<file path="src/rtl/pll_reset_seq.sv">
// pll_reset_seq: filters PLL lock, releases per-domain resets in order, retries the PLL on lock timeout.
module pll_reset_seq #(
    parameter int SYNC_STAGES  = 2,
    parameter int LOCK_FILTER  = 1024,
    parameter int LOCK_TIMEOUT = 1048576,
    parameter int PLL_RST_LEN  = 16,
    parameter int STAGE_DELAY  = 256,
    parameter int NUM_RST      = 3
) (
    input  logic               clk,
    input  logic               resetn,
    input  logic               locked,
    input  logic               soft_rst,
    output logic [NUM_RST-1:0] rst_out,
    output logic               ready,
    output logic               pll_rst,
    output logic [7:0]         lock_loss_cnt,
    output logic [3:0]         retry_cnt
);
    localparam int REL_LEN = STAGE_DELAY * NUM_RST;
    localparam int M0 = LOCK_TIMEOUT > LOCK_FILTER ? LOCK_TIMEOUT : LOCK_FILTER;
    localparam int M1 = M0 > PLL_RST_LEN ? M0 : PLL_RST_LEN;
    localparam int M2 = M1 > REL_LEN ? M1 : REL_LEN;
    localparam int CW = M2 > 2 ? $clog2(M2) : 1;

    localparam logic [2:0] S_WAIT = 3'd0;
    localparam logic [2:0] S_PLL  = 3'd1;
    localparam logic [2:0] S_FILT = 3'd2;
    localparam logic [2:0] S_REL  = 3'd3;
    localparam logic [2:0] S_RUN  = 3'd4;

    logic [SYNC_STAGES-1:0] sync;
    logic                   locked_s;
    logic [2:0]             state, nxt;
    logic [CW-1:0]          cnt;
    logic                   abort, drop;
    logic [NUM_RST-1:0]     rel_hit;

    assign locked_s = sync[SYNC_STAGES-1];
    // soft_rst is ignored during the PLL pulse; the pulse ends in WAIT_LOCK anyway
    assign abort = soft_rst && state != S_PLL;
    assign drop  = !soft_rst && !locked_s && (state == S_REL || state == S_RUN);

    always_comb begin
        nxt = state;
        if (abort)
            nxt = S_WAIT;
        else
            case (state)
                S_WAIT:  nxt = locked_s ? S_FILT : cnt == CW'(LOCK_TIMEOUT - 1) ? S_PLL : S_WAIT;
                S_PLL:   nxt = cnt == CW'(PLL_RST_LEN - 1) ? S_WAIT : S_PLL;
                S_FILT:  nxt = !locked_s ? S_WAIT : cnt == CW'(LOCK_FILTER - 1) ? S_REL : S_FILT;
                S_REL:   nxt = !locked_s ? S_WAIT : cnt == CW'(REL_LEN - 1) ? S_RUN : S_REL;
                S_RUN:   nxt = !locked_s ? S_WAIT : S_RUN;
                default: nxt = S_WAIT;
            endcase
    end

    always_comb begin
        rel_hit = '0;
        for (int i = 0; i < NUM_RST; i++)
            rel_hit[i] = state == S_REL && cnt == CW'(STAGE_DELAY * (i + 1) - 1);
    end

    always_ff @(posedge clk or negedge resetn) begin
        if (!resetn) begin
            sync          <= '0;
            state         <= S_WAIT;
            cnt           <= '0;
            rst_out       <= '1;
            ready         <= 1'b0;
            pll_rst       <= 1'b0;
            lock_loss_cnt <= '0;
            retry_cnt     <= '0;
        end else begin
            sync    <= SYNC_STAGES'({sync, locked});
            state   <= nxt;
            cnt     <= (nxt != state || abort || state == S_RUN) ? '0 : cnt + 1'b1;
            rst_out <= (nxt == S_REL || nxt == S_RUN) ? rst_out & ~rel_hit : '1;
            ready   <= nxt == S_RUN;
            pll_rst <= nxt == S_PLL;
            if (nxt == S_PLL && state != S_PLL && retry_cnt != 4'hf)
                retry_cnt <= retry_cnt + 4'd1;
            if (drop && lock_loss_cnt != 8'hff)
                lock_loss_cnt <= lock_loss_cnt + 8'd1;
        end
    end
endmodule

</file>
<file path="config.mk">
export PLATFORM = sky130hd
export DESIGN_NAME = pll_reset_seq
export DESIGN_NICKNAME = d
export VERILOG_FILES = /design/src/rtl/pll_reset_seq.sv
export SDC_FILE = /design/constraint.sdc
export NUM_CORES = 1
export LEC_CHECK = 0
export CAP_MARGIN = 10
export CORE_ASPECT_RATIO = 1.25
export CORE_MARGIN = 2
export CORE_UTILIZATION = 35
export CTS_CLUSTER_DIAMETER = 40
export CTS_CLUSTER_SIZE = 12
export DETAILED_ROUTE_END_ITERATION = 6
export PLACE_DENSITY = 0.63
export SLEW_MARGIN = 30
export SYNTH_ARGS = -nofsm -noshare
export SYNTH_HDL_FRONTEND = slang
export SYNTH_SLANG_ARGS = --single-unit
</file>
<file path="constraint.sdc">
create_clock -name clk -period 2.17 [get_ports clk]
set_input_delay 0.5425 -clock clk [delete_from_list [all_inputs] [get_ports clk]]
set_output_delay 0.5425 -clock clk [all_outputs]
set_load 0.02 [all_outputs]
</file>
==> Word level (Yosys, flattened, before mapping) <==
Cells that the tools add are included.
{ "op_classes": {"add_sub_neg": 3, "eq_ne": 17, "mux": 12, "bitwise_logic": 2, "n_reduce_logical": 16} }
{ "ops": {"columns": ["operator", "n"], "rows": [
  ["20-bit by 10-bit == test with 1-bit output, second input constant", 2],
  ["20-bit by 1-bit adder with 20-bit output, second input constant", 1],
  ["20-bit == test, second input constant", 1],
  ["20-bit by 4-bit == test with 1-bit output, second input constant", 1],
  ["20-bit by 8-bit == test with 1-bit output, second input constant", 1],
  ["20-bit by 9-bit == test with 1-bit output, second input constant", 1],
  ["20-bit two-way mux", 1],
  ["3-bit two-way mux", 5],
  ["3-bit one-hot mux with 5 select lines", 1],
  ["3-bit by 2-bit == test with 1-bit output, second input constant", 3],
  ["1-bit logical AND", 9],
  ["8-bit by 1-bit adder with 8-bit output, second input constant", 1],
  ["8-bit inequality test, second input constant", 1],
  ["3-bit by 1-bit == test with 1-bit output, second input constant", 2],
  ["3-bit == test, second input constant", 2],
  ["4-bit by 1-bit adder with 4-bit output, second input constant", 1],
  ["1-bit logical OR", 4],
  ["2-bit two-way mux", 2],
  ["4-bit inequality test, second input constant", 1],
  ["3-bit bitwise AND", 1],
  ["3-bit zero test", 1],
  ["1-bit two-way mux", 3],
  ["3-bit by 1-bit inequality test with 1-bit output, second input constant", 1],
  ["3-bit inequality test", 1],
  ["other kinds (2)", 3]
]} }
{ "word_totals": {"ff_bits": 42, "wordCells": 58} }

==> Logic depth before layout (Yosys ltp) <==
Gate-level depths: netlist of run 1.
{ "logic_depth": {"word_depth": 9, "depth_mapped": 9, "ltp_nobuf": 7} }

==> Least setup slack after synthesis of run 1 <==
Ideal clock, no wire load.
{ "synth_path": {"path_kind": "register to register", "start": "register cnt[7]", "end": "register cnt[4]", "arrival_ns": 2.248, "path_slack_ns": -0.197, "stages_incl_launch_ff": 9, "path_buffers": 2, "path_cell_list": "dfrtp_1 or4_1 or3_1 o31ai_2 and4_1 buf_4 mux2i_1 buf_6 nor2_2"} }
{ "synth_between": {"elab_chain_len": 9, "word_cells_on_any_way": 17, "cone_classes": "eq/ne: 5; mux: 10; reduce/logical: 2"} }
{ "synth_lines": {"columns": ["item", "line", "rtl"], "rows": [
  ["start: declaration", "35", "logic [CW-1:0] cnt;"],
  ["start signal: assignment", "78", "cnt <= (nxt != state || abort || state == S_RUN) ? '0 : cnt + 1'b1;"],
  ["20-bit by 10-bit == test with 1-bit output (tied with other cells)", "53", "S_REL: nxt = !locked_s ? S_WAIT : cnt == CW'(REL_LEN - 1) ? S_RUN : S_REL;"],
  ["3-bit two-way mux (tied with other cells) (2 in a row)", "53", null],
  ["3-bit one-hot mux with 5 select lines *", "49", "case (state)"],
  ["3-bit two-way mux *", "46", "if (abort)"],
  ["3-bit inequality test *", "78", null],
  ["1-bit logical OR * (2 in a row)", "78", null],
  ["20-bit two-way mux *", "78", null]
]} }
Every way passes the cells marked *; elsewhere a longest branch is shown, timed or not.
A chain may end at the register's enable or synchronous reset.

==> Final worst setup path of run 1 <==
{ "layout_path": {"start": "register cnt[7]", "end": "register cnt[17]"} }
{ "layout_between": {"elab_chain_len": 9, "word_cells_on_any_way": 18, "cone_classes": "add/sub: 1; eq/ne: 5; mux: 10; reduce/logical: 2"} }
{ "layout_lines": {"columns": ["item", "line"], "rows": [
  ["20-bit by 10-bit == test with 1-bit output (tied with other cells)", "53"],
  ["3-bit two-way mux (tied with other cells) (2 in a row)", "53"],
  ["3-bit one-hot mux with 5 select lines", "49"],
  ["3-bit two-way mux", "46"],
  ["3-bit inequality test", "78"],
  ["1-bit logical OR (2 in a row)", "78"],
  ["20-bit two-way mux *", "78"]
]} }
Marks and branches as above.

==> results of run 1 <==
state kept, by name, summed over array words and instances (netlist names):
register       count
cnt               20
lock_loss_cnt      8
retry_cnt          4
rst_out            3
state              3
sync               2
pll_rst            1
ready              1
area by class of cell:
class	instances	area (um2)
Clock inverter	1	5.00
Tap cell	85	106
Multi-Input combinational cell	157	1110
Fill cell	583	3160
Clock buffer	7	86.3
Timing Repair Buffer	66	553
Sequential cell	42	1050
Inverter	4	15.0
cell usage in the layout (no fill, tap or decap), drive strengths merged, types with 2 or more instances in the layout:
master	netlist	layout
o211a	2	2
dfrtp	39	39
clkdlybuf4s50	0	19
o21ai	3	3
xor2	17	17
nand2	17	17
ha	3	3
clkbuf	4	7
nand3	14	14
and2	2	2
or3	2	2
nor2	32	32
nand4	10	10
nor4	5	5
nor4b	2	2
dfstp	3	3
xnor2	12	12
inv	4	4
nor3	8	8
o31ai	2	2
nand2b	3	3
a21oi	3	3
a21o	2	2
buf	4	47
nor3b	2	2
worst max path at each step:
stage	from	endpoint	slack (ns)	depth (start not counted)
after floorplan	cnt[7]	cnt[2]	-0.15	8
after global placement	cnt[7]	cnt[2]	-0.18	7
after detailed placement	cnt[5]	cnt[18]	-0.22	7
after CTS	cnt[7]	cnt[17]	-0.18	7
after global routing	cnt[7]	cnt[16]	-0.26	7
final	cnt[7]	cnt[17]	-0.16	7
critical path, stage by stage, from the launching register on:
cell and delay, ns:
dfrtp_1 0.38, or4_1 0.50, or3_1 0.32, o31ai_2 0.21
and4_4 0.29, mux2i_4 0.24, buf_12 0.20, nor2_2 0.06
metal layers:
metal,vias up,global-route usage (%),wire length [um]
li1,865,-,-
met1,811,16.9,1820
met2,26,25.1,2340
met3,4,3.30,127
met4,0,5.36,55
met5,-,0,0
logic make-up (layout without fill, tap and decap cells):
logic type,after synthesis,count (layout),share of synthesized area [%]
mux,2,2,0.983
simple gates,103,103,27.1
flops,42,42,48.7
fa+ha+maj,3,3,1.73
xor+xnor,29,29,11.7
compound gates,20,20,6.71
buf+inv,12,78,3.01
per-stage QoR:
step                util (%)  cell area [um2]  hold slack (ns)  setup TNS [ns]
floorplan                  -             2210            0.247           -2.82
global placement        46.2             2810            0.337           -4.16
detailed placement      46.2             2810            0.340           -4.86
CTS                     47.8             2910            0.322           -3.73
global route            48.1             2930            0.362           -5.88
finish                  48.1             2930            0.305           -3.16
power groups by stage:
| stage | Clock, mW | Sequential, mW | Combinational [mW] |
|---|---|---|---|
| 6_report | 0.512 | 0.795 | 0.105 |
| 5_1_grt | 0.568 | 0.796 | 0.118 |
| 4_1_cts | 0.539 | 0.795 | 0.107 |
| 3_5_place_dp | 0 | 0.810 | 0.106 |
| 3_3_place_gp | 0 | 0.810 | 0.106 |
| 2_1_floorplan | 0 | 0.812 | 0.0508 |
timing repair:
action | CTS | global route
hold endpoints to repair | 0 | 0
endpoints found under the setup margin | 24 | 29
hold buffers | 0 | 0
resized for setup | 3 | 1
buffers inserted | 0 | 1
gates cloned | 0 | 0
pin swaps | 0 | 0
==> results.py, run 1 <==
metrics = {
    "synth": {
        "yosys.area.top_type": "dfrtp_1",
        "yosysSeqAreaShare_pct": 48.7,
        "synth_most_common_cell": "dfrtp_1",
        "ys_ff_latch": 42,
        "syn_avg_cell_area_um2": 10.3,
        "synth_top_area_share_pct": 45.1,
        "synthTopCellsByCount": "39 x dfrtp_1, 19 x nor2_2, 17 x nand2_1, 17 x xor2_1",
        "synthCells": 211,
        "synth_edf_count": 0,
        "ys.flop_type": "dfrtp_1",
        "yosys.cell_types.count": 47,
        "synthArstFlopShare_pct": 100,
        "syn_nets": 218,
        "yosysWarnings": 0,
        "synth.area.top_cells": "dfrtp_1 45%, xor2_1 6.9%, nor2_2 5.5%",
        "syn_area_um2": 2160,
    },
    "place": {
        "place_inst": 353,
        "place.gp.congestion": 0.768,
        "dpl.hpwl_mm": 3.25,
        "io_buffers": 20,
        "dp_slack_ns": -0.215,
    },
    "sta": {
        "max_freq_mhz": 430,
        "drv_slew": 0,
        "worstMarginPinSlew_ns": 0.519,
        "period_minus_slack_ns": 2.33,
        "hold_violations": 0,
        "setup_viol": 23,
        "finalWorstSetupSlack_ns": -0.157,
        "maxSlewHeadroom_pct": 65.4,
        "clock_skew_ns": 0.00626,
        "fin_crit_sh_pct": 107,
        "rsz0062_at_grt": "yes",
    },
    "grt": {
        "antenna_found_initial": 0,
        "grt_start_max_net_pins": 43,
        "grt_usage_pct": 14.4,
        "grt_pass1_vias": 1752,
        "grt_pass1_wl_mm": 7.69,
        "grt_remaining_overflow": 0,
    },
    "route": {
        "totalWireLength_mm": 4.34,
        "route.detailed.drc": 0,
        "drtPass1Iterations": 4,
        "via_count": 1706,
        "wl_per_cell_um": 12.0,
        "vias_per_cell": 4.71,
        "ant_nets": 0,
        "drt_iter0_drc": 114,
    },
    "worst_setup_path": {
        "critPathLaunchType": "register",
        "reg2reg_from": "cnt[7]",
        "regToRegEndpoint": "cnt[17]",
        "r2r_slack_ns": -0.16,
        "path_max_fanout": 20,
        "crit_type": "register to register",
        "cp-end-kind": "register",
        "worstPathArrival_ns": 2.51,
        "r2r_cells": 7,
        "crit_required_ns": 2.35,
    },
    "floorplan": {
        "core_area_um2": 6090,
        "start_util_pct": 35.6,
        "io_pins": 21,
        "rows": 32,
        "die_w_um": 74.3,
        "dieHeight_um": 91.9,
        "dieArea_um2": 6830,
    },
    "flow_run": {
        "cap_viol_max_count": 0,
    },
    "outcome": {
        "status": "finished, violations left",
        "failed_checks": "negative setup slack",
    },
    "pwr": {
        "p_int_mw": 1.09,
        "switching_share_pct": 22.7,
        "total_power_mw": 1.41,
        "clkPwrFrac_pct": 36.3,
        "combPwrFrac_pct": 7.4,
        "power_frac_seq_pct": 56.3,
        "powerDensity_nw_per_um2": 482,
        "ir_drop_mv": 0.334,
        "p_switching_mw": 0.321,
        "p_leak_nw": 1.30,
    },
    "worst_hold_path": {
        "hp-class": "input pin to asynchronous set/reset pin",
    },
    "clock_tree": {
        "cts_buffers": 5,
        "root_buffer": "clkbuf_8",
        "cts_sinks": 42,
        "clk-insertion-delay-late_ns": 0.29,
        "tritoncts": "built",
        "cts_max_level": 2,
        "cts.path.max_buffers": 2,
        "clk_pin_slew_worst_paths_ns": 0.08,
    },
    "final_layout": {
        "drive_gt1_share_pct": 32.1,
        "antenna_cells": 0,
        "syn_to_final_growth_pct": 35.2,
        "fin_cells": 362,
        "final_nets": 283,
    },
}
No activity file was read; power rests on OpenSTA's default activity.
==> run 2: changes to the inputs <==
Settings changed: RECOVER_POWER from default to 25.
==> run 2 against run 1 <==
- worst setup slack unchanged
- critical path type unchanged
- design area about the same
- maximum frequency unchanged
- non-clock buffer count unchanged
- largest power group unchanged
- the flow still finishes with violations (negative setup slack)
- final cell count unchanged
- combinational power about the same
- power about the same
- sequential power about the same
- hold slack better by 0.052 ns
- global-route usage unchanged
- via count unchanged
==> results.py, run 2 (synthesis results as in run 1) <==
metrics = {
    "final_layout": {
        "seqCellArea_um2": 1050,
        "syn_to_final_growth_pct": 35.1,
        "final_area_um2": 2920,
        "nFillCells": 584,
        "antenna_cells": 0,
        "multi_input_area_um2": 1110,
        "layout_commonest_cell": "buf_4",
        "regMostFlops": "cnt",
        "largestRegisters": "cnt: 20 flops, lock_loss_cnt: 8 flops, retry_cnt: 4 flops",
        "mostFrequentLayoutCells": "44 x buf_4, 39 x dfrtp_1, 19 x nor2_2, 18 x clkdlybuf4s50_1",
        "largest_reg_flops": 20,
        "final_nets": 283,
        "drive_gt1_share_pct": 32.1,
    },
    "worst_setup_path": {
        "reg2reg_from": "cnt[7]",
        "path_max_fanout": 20,
        "worstPathCellList": "or4_1 > or3_1 > o31ai_2 > and4_4 > mux2i_4 > buf_12 > nor2_2",
        "crit_type": "register to register",
        "cp-end-kind": "register",
        "crit_required_ns": 2.35,
        "cp_slowest_cell": "or4_1",
        "path_buf_inv": 1,
        "cp_slowest_stage_delay_ns": 0.50,
        "worstPathArrival_ns": 2.51,
        "critPathLaunchType": "register",
        "worstSetupStartpoint": "cnt[7]",
        "crit_family": "simple AND/OR/NAND/NOR gates",
    },
    "flow_run": {
        "cap_viol_max_count": 0,
    },
    "clock_tree": {
        "tritoncts": "built",
        "cts_sinks": 42,
        "clk_pin_slew_worst_paths_ns": 0.08,
        "cts_max_level": 2,
        "root_buffer": "clkbuf_8",
        "cts.path.max_buffers": 2,
        "clk-insertion-delay-late_ns": 0.29,
        "cts_buffers": 5,
    },
    "sta": {
        "max_freq_mhz": 430,
        "clock_skew_ns": 0.00626,
        "hold_violations": 0,
        "fin_crit_sh_pct": 107,
        "rsz0062_at_grt": "yes",
        "worstMarginPinSlew_ns": 1.02,
        "hold_slack_ns": 0.357,
        "period_minus_slack_ns": 2.33,
        "setup_viol": 23,
        "fin_setup_tns_ns": -3.16,
        "drv_slew": 0,
        "maxSlewHeadroom_pct": 32.0,
        "finalWorstSetupSlack_ns": -0.157,
    },
    "floorplan": {
        "core_area_um2": 6090,
        "start_util_pct": 35.6,
        "die_w_um": 74.3,
        "rows": 32,
        "dieArea_um2": 6830,
        "io_pins": 21,
        "dieHeight_um": 91.9,
    },
    "pwr": {
        "ir_drop_mv": 0.334,
        "p_leak_nw": 1.30,
        "powerDensity_nw_per_um2": 482,
    },
    "worst_hold_path": {
        "hp-start": "sync[0]",
        "hp-class": "register to register",
    },
    "route": {
        "drtPass1Iterations": 4,
        "vias_per_cell": 4.71,
        "ant_nets": 0,
        "wl_per_cell_um": 12.0,
        "via_count": 1706,
        "totalWireLength_mm": 4.34,
        "drt_iter0_drc": 114,
        "route.detailed.drc": 0,
    },
    "grt": {
        "grt_pass1_vias": 1752,
        "grt_usage_pct": 14.4,
        "grt_pass1_wl_mm": 7.69,
        "grt_remaining_overflow": 0,
        "grt_start_max_net_pins": 43,
        "antenna_found_initial": 0,
    },
    "outcome": {
        "failed_checks": "negative setup slack",
        "status": "finished, violations left",
    },
    "place": {
        "place.gp.congestion": 0.768,
        "placed_cell_area_um2": 2810,
        "dpl.hpwl_mm": 3.25,
        "io_buffers": 20,
        "dp_slack_ns": -0.215,
    },
}
run 2: cell types whose count changed in the layout (fill, tap and decap cells not counted):
cell             previous run  this run
clkdlybuf4s50_1            19        18
clkbuf_2                    0         1
dlygate4sd3_1               0         1
buf_4                      45        44
run 2: what timing repair did:
item                       in CTS  in global routing
pin swaps                       0                  0
setup endpoints to repair      24                 29
setup buffers                   0                  1
hold buffers                    0                  0
cloned                          0                  0
resized for setup               3                  1
run 2: stage by stage:
stage / std cells / total power [mW] / util [%]
2_1_floorplan: 211 / 0.862 / -
3_3_place_gp: 353 / 0.916 / 46.2
3_5_place_dp: 353 / 0.916 / 46.2
4_1_cts: 361 / 1.44 / 47.8
5_1_grt: 362 / 1.48 / 48.0
6_report: 362 / 1.41 / 48.0
run 2: power by group:
part           total [mW]  internal [mW]  switching (mW)  leakage (nW)
Combinational       0.104         0.0440          0.0597         0.688
Sequential          0.795          0.789         0.00551         0.562
Clock               0.512          0.257           0.256        0.0482
Total                1.41           1.09           0.321          1.30
run 2: final cells by class:
cell class | instances | area share, %
Multi-Input combinational cell | 157 | 37.8
Sequential cell | 42 | 36.1
Timing Repair Buffer | 66 | 18.8
Tap cell | 85 | 3.64
Clock buffer | 7 | 2.95
Inverter | 4 | 0.513
Clock inverter | 1 | 0.171
run 2: final timing paths:
| check | end | slack, ns | cells after the start |
|---|---|---|---|
| worst max-delay path | cnt[17] | -0.16 | 7 |
| worst min-delay path | sync[1] | 0.36 | 0 |
| worst max register to register | cnt[17] | -0.16 | 7 |
| worst min register to register | sync[1] | 0.36 | 0 |
| max in group asynchronous | cnt[2] | 1.05 | 2 |
| min in group asynchronous | lock_loss_cnt[1] | 0.50 | 2 |
run 2: metal layers:
metal	track usage, %	up-vias	wire (um)
li1	-	865	-
met1	16.9	811	1820
met2	25.1	26	2340
met3	3.30	4	127
met4	5.36	0	55
met5	0	-	0
run 2: worst register-to-register path, delay by kind of cell, from the launching register on:
| kind | cells | cell delay, ns |
|---|---|---|
| buffers and inverters | 1 | 0.20 |
| AND/OR/NAND/NOR | 4 | 1.19 |
| multiplexers | 1 | 0.24 |
| flip-flops | 1 | 0.38 |
| AO/OA/AOI/OAI | 1 | 0.21 |
